[src/rtl/elastic_reg_stage.sv]
// One storage stage of the elastic pipe: a valid bit plus a data word that
// captures its source only when allowed to advance.
module elastic_reg_stage #(
    parameter int WIDTH = 8
) (
    input  logic             clk,
    input  logic             reset_n,
    input  logic             flush,
    input  logic             ld,
    input  logic             src_valid,
    input  logic [WIDTH-1:0] src_data,
    output logic             v,
    output logic [WIDTH-1:0] d
);

    always_ff @(posedge clk or negedge reset_n) begin
        if (!reset_n) begin
            v <= 1'b0;
            d <= '0;
        end else begin
            if (flush) begin
                v <= 1'b0;
            end else if (ld) begin
                v <= src_valid;
            end
            // Data moves only with a valid word, so an emptied stage keeps its last value.
            if (!flush && ld && src_valid) begin
                d <= src_data;
            end
        end
    end

endmodule

[src/rtl/elastic_reg_pipe.sv]
// DEPTH-stage elastic register pipeline with bubble collapse, synchronous
// flush and a registered occupancy count.
module elastic_reg_pipe #(
    parameter  int WIDTH = 8,
    parameter  int DEPTH = 4,
    localparam int CW    = $clog2(DEPTH + 1)
) (
    input  logic             clk,
    input  logic             reset_n,
    input  logic             flush,
    input  logic             in_valid,
    output logic             in_ready,
    input  logic [WIDTH-1:0] in_data,
    output logic             out_valid,
    input  logic             out_ready,
    output logic [WIDTH-1:0] out_data,
    output logic [CW-1:0]    occupancy
);

    // Handshake: a word moves across a port at a rising edge exactly when
    // valid and ready are both high at that edge; valid never waits on ready.

    logic [DEPTH-1:0] v;
    logic [DEPTH-1:0] ld;
    logic [WIDTH-1:0] d [DEPTH];
    logic             in_xfer;
    logic             out_xfer;

    // A stage may load when it, or any stage nearer the output, has room.
    always_comb begin : ld_chain
        logic room;
        room = out_ready;
        ld   = '0;
        for (int i = DEPTH - 1; i >= 0; i--) begin
            room  = room | ~v[i];
            ld[i] = room;
        end
    end

    for (genvar i = 0; i < DEPTH; i++) begin : g_stage
        logic             sv;
        logic [WIDTH-1:0] sd;
        if (i == 0) begin : g_head
            assign sv = in_valid;
            assign sd = in_data;
        end else begin : g_body
            assign sv = v[i-1];
            assign sd = d[i-1];
        end
        elastic_reg_stage #(.WIDTH(WIDTH)) u_stage (
            .clk       (clk),
            .reset_n   (reset_n),
            .flush     (flush),
            .ld        (ld[i]),
            .src_valid (sv),
            .src_data  (sd),
            .v         (v[i]),
            .d         (d[i])
        );
    end

    assign in_ready  = ld[0];
    assign out_valid = v[DEPTH-1];
    assign out_data  = d[DEPTH-1];
    assign in_xfer   = in_valid & in_ready;
    assign out_xfer  = out_valid & out_ready;

    always_ff @(posedge clk or negedge reset_n) begin
        if (!reset_n) begin
            occupancy <= '0;
        end else if (flush) begin
            occupancy <= '0;
        end else if (in_xfer && !out_xfer) begin
            occupancy <= occupancy + CW'(1);
        end else if (!in_xfer && out_xfer) begin
            occupancy <= occupancy - CW'(1);
        end
    end

endmodule

[config.mk]
export PLATFORM = sky130hd
export DESIGN_NAME = elastic_reg_pipe
export DESIGN_NICKNAME = d
export VERILOG_FILES = /design/src/rtl/elastic_reg_stage.sv /design/src/rtl/elastic_reg_pipe.sv
export SDC_FILE = /design/constraint.sdc
export NUM_CORES = 1
export LEC_CHECK = 0
export ABC_AREA = 0
export BUFFER_PORTS_ARGS = -buffer_cell sky130_fd_sc_hd__buf_2
export CAP_MARGIN = 10
export CORE_ASPECT_RATIO = 1.1
export CORE_UTILIZATION = 40
export DETAILED_ROUTE_END_ITERATION = 8
export GPL_TIMING_DRIVEN = 0
export HOLD_SLACK_MARGIN = 0.05
export PLACE_DENSITY_LB_ADDON = 0.15
export SYNTH_ARGS = -nofsm -noshare
export SYNTH_HDL_FRONTEND = slang
export SYNTH_SLANG_ARGS = --single-unit
[constraint.sdc]
create_clock -name clk -period 1.92 [get_ports clk]
set_input_delay 0.384 -clock clk [delete_from_list [all_inputs] [get_ports clk]]
set_output_delay 0.384 -clock clk [all_outputs]
set_load 0.05 [all_outputs]
==> reports/summary.txt <==
Max Cap Violations = 0
Slew Viols, Final = 0
outcome = finished clean
global-route wire length before repair = 4498 um
final hold vios = 0
initial antenna violation count = 0
Yosys cell types = 25
port bufs = 25
wirelength, routed = 2500 um
Synth Register Bits = 39
Setup WS post-layout = 36.27 ps
syn_nets = 129
global-route usage over all layers = 13.47%
final antenna-violating net count = 0
final cell count without fillers = 205
Slew @ Worst Pin = 822.3 ps
DIE HEIGHT = 69.55 um
largest area contributor in the netlist = dfrtp_1
# placed instances = 192
I/O pins = 26
placed cell areas = 1859 um2
pre-CTS setup slack = -133.6 ps
Initial Util = 41.86%
clk sinks = 39
Worst Hold Class = in -> async
clock transition at the registers of the reported paths = 80 ps
routability cong. = 0.7913
crit-path max FO = 4
core box area = 3964 um2
RSZ-0062 raised after global routing = yes
FFs w/ async S/R, synth = 100.0%
worst endpoint required time = 2090 ps
Worst EP arrival = 2060 ps
CTS Buffer Depth = 2
vias post-DR = 955
# hold bufs at CTS = 0
fmax = 0.5309 GHz
count of flip-flops with a built-in enable after synthesis = 0
main area contributors after synthesis = dfrtp_1 59%, mux2_2 18%, mux2_4 7.2%
Peak VDD IR = 0.0005139 V
Final Setup Violations = 0
cts bufs inserted = 5
final setup skew = 6.455 ps
post-route cell area = 2026 um2
Congestion Overflow GR = 0
Iter 0 DRT Violations = 37
worst relative slew slack = 45.18%
DRC errors left = 0
Mapped Avg Cell Area = 14.43 um2
power density cells = 1237 nW/um2
Nets = 166
ANT cells = 0
CTS tree = yes
Pleak = 0.0009844 uW
vias in the first global route = 992
Area Overhead vs Synth = 22.10%
post-layout util = 51.10%
DR pass1 iterations = 4
clock root buffer = clkbuf_8
period utilization = 98.11%
FP Rows = 24
yosys warns = 0
Top FF cell, synth = dfrtp_1
Setup crit end kind = register
fill cell count = 382
Tmin final = 1884 ps
sequential cell area fraction in the yosys report = 58.82%
total power = 2507 uW
average wire per standard cell = 12.20 um
routed vias/inst = 4.659
CTS H-Tree Depth = 2
pin count of the biggest net entering global routing = 40
Synth top area share = 58.82%
count leader, synth = dfrtp_1
Worst Path Class, Setup = reg -> reg
die area = 4410 um2
critical path startpoint category = register
worst skew pair latency = 280 ps
Mapped Area = 1659 um2
die width = 63.41 um
post-synthesis cell count = 115
layout cell share with drive strength beyond 1 = 54.90%
Synth top cells by count = 39 x dfrtp_1, 27 x mux2_2, 11 x nor2_1, 8 x mux2_4
==> logic make-up (layout without fill, tap and decap cells) <==
family	Yosys count	in the layout	share of synthesized area, %
flip-flops	39	39	58.82
multiplexers	35	35	25.57
AND/OR/NAND/NOR	24	24	8.372
AO/OA/AOI/OAI	8	8	3.243
buffers and inverters	8	46	2.790
adder cells (fa/ha/maj)	1	1	1.207
==> stage by stage <==
stage               TNS, ps  hold WS (ps)
floorplan            -77.89         88.41
global placement     -113.2         482.3
detailed placement   -133.6         487.9
CTS                       0         221.0
global route         -50.19         252.0
finish                    0         189.7
==> flip-flops by register name (all words and copies together), names as in the netlist <==
signal             flops
g_stage.u_stage.v      4
occupancy              3
g_stage.u_stage.d     32
==> final timing paths <==
| check | startpoint | to | cells after the start | slack (ps) |
|---|---|---|---|---|
| hold / removal | reset_n | g_stage[3].u_stage.d[4]$_DFFE_PN0P_ | 1 | 190 |
| setup / recovery | g_stage[1].u_stage.v$_DFFE_PN0P_ | occupancy[2]$_DFFE_PN0P_ | 6 | 40 |
| hold reg to reg | g_stage[3].u_stage.d[2]$_DFFE_PN0P_ | g_stage[3].u_stage.d[2]$_DFFE_PN0P_ | 1 | 500 |
| max in group asynchronous | reset_n | g_stage[0].u_stage.v$_DFFE_PN0P_ | 1 | 1150 |
| setup reg to reg | g_stage[1].u_stage.v$_DFFE_PN0P_ | occupancy[2]$_DFFE_PN0P_ | 6 | 40 |
| min in group clk | in_data[3] | g_stage[0].u_stage.d[3]$_DFFE_PN0P_ | 2 | 330 |
==> power by group <==
part	total (uW)	switching (uW)	internal (uW)
Sequential	1150	111	1040
Clock	702	275	427
Combinational	657	385	272
==> cell usage in the layout (no fill, tap or decap) <==
master	Yosys	routed
dfrtp_1	39	36
mux2_2	27	26
a31oi_1	1	1
buf_6	2	2
buf_2	1	26
a21oi_1	3	3
nor2_1	11	11
and2_4	0	1
a211o_1	1	1
clkbuf_8	0	6
nand2b_1	1	1
a211oi_2	0	1
and2b_1	1	1
nor2b_1	2	2
a21boi_1	0	1
nand2_1	1	1
nor3b_1	1	1
and3b_2	1	1
mux2_4	8	9
inv_6	0	1
clkbuf_1	2	2
bufinv_16	0	1
dfrtp_2	0	3
inv_1	3	3
fa_2	0	1
nand4_1	1	1
and4b_1	2	2
or3b_1	2	2
a21oi_2	1	1
buf_4	0	5
==> timing repair <==
action | in CTS | in global routing
setup endpoints to repair | 1 | 1
pin swaps | 0 | 1
setup buffers | 2 | 3
gates resized for setup | 1 | 2
==> layout make-up <==
cell class                      instances  area, um2  area share [%]
Sequential cell                        39      979.7           48.36
Multi-Input combinational cell         68      650.6           32.12
Timing Repair Buffer                   30      162.7           8.030
Clock buffer                            6      82.58           4.077
Tap cell                               52      65.06           3.212
Clock inverter                          2      38.79           1.915
Buffer                                  5      35.03           1.729
Inverter                                3      11.26          0.5559
==> routing by layer <==
metal | GRT usage, % | share of wire (%) | up-vias | wire length [um]
li1 | - | - | 471 | -
met5 | 0 | 0 | - | 0
met4 | 8.333 | 2.5 | 0 | 62
met2 | 20.33 | 48 | 18 | 1190
met3 | 2.961 | 3.4 | 5 | 86
met1 | 17.52 | 46 | 461 | 1161
==> worst max-delay path, cell delays in order, from the launching register on <==
cell,delay [ps]
dfrtp_1,390
nand4_1,130
and2_4,160
fa_2,340
and4b_1,220
a211oi_2,210
mux2_4,320
No activity file was read; power rests on OpenSTA's default activity.
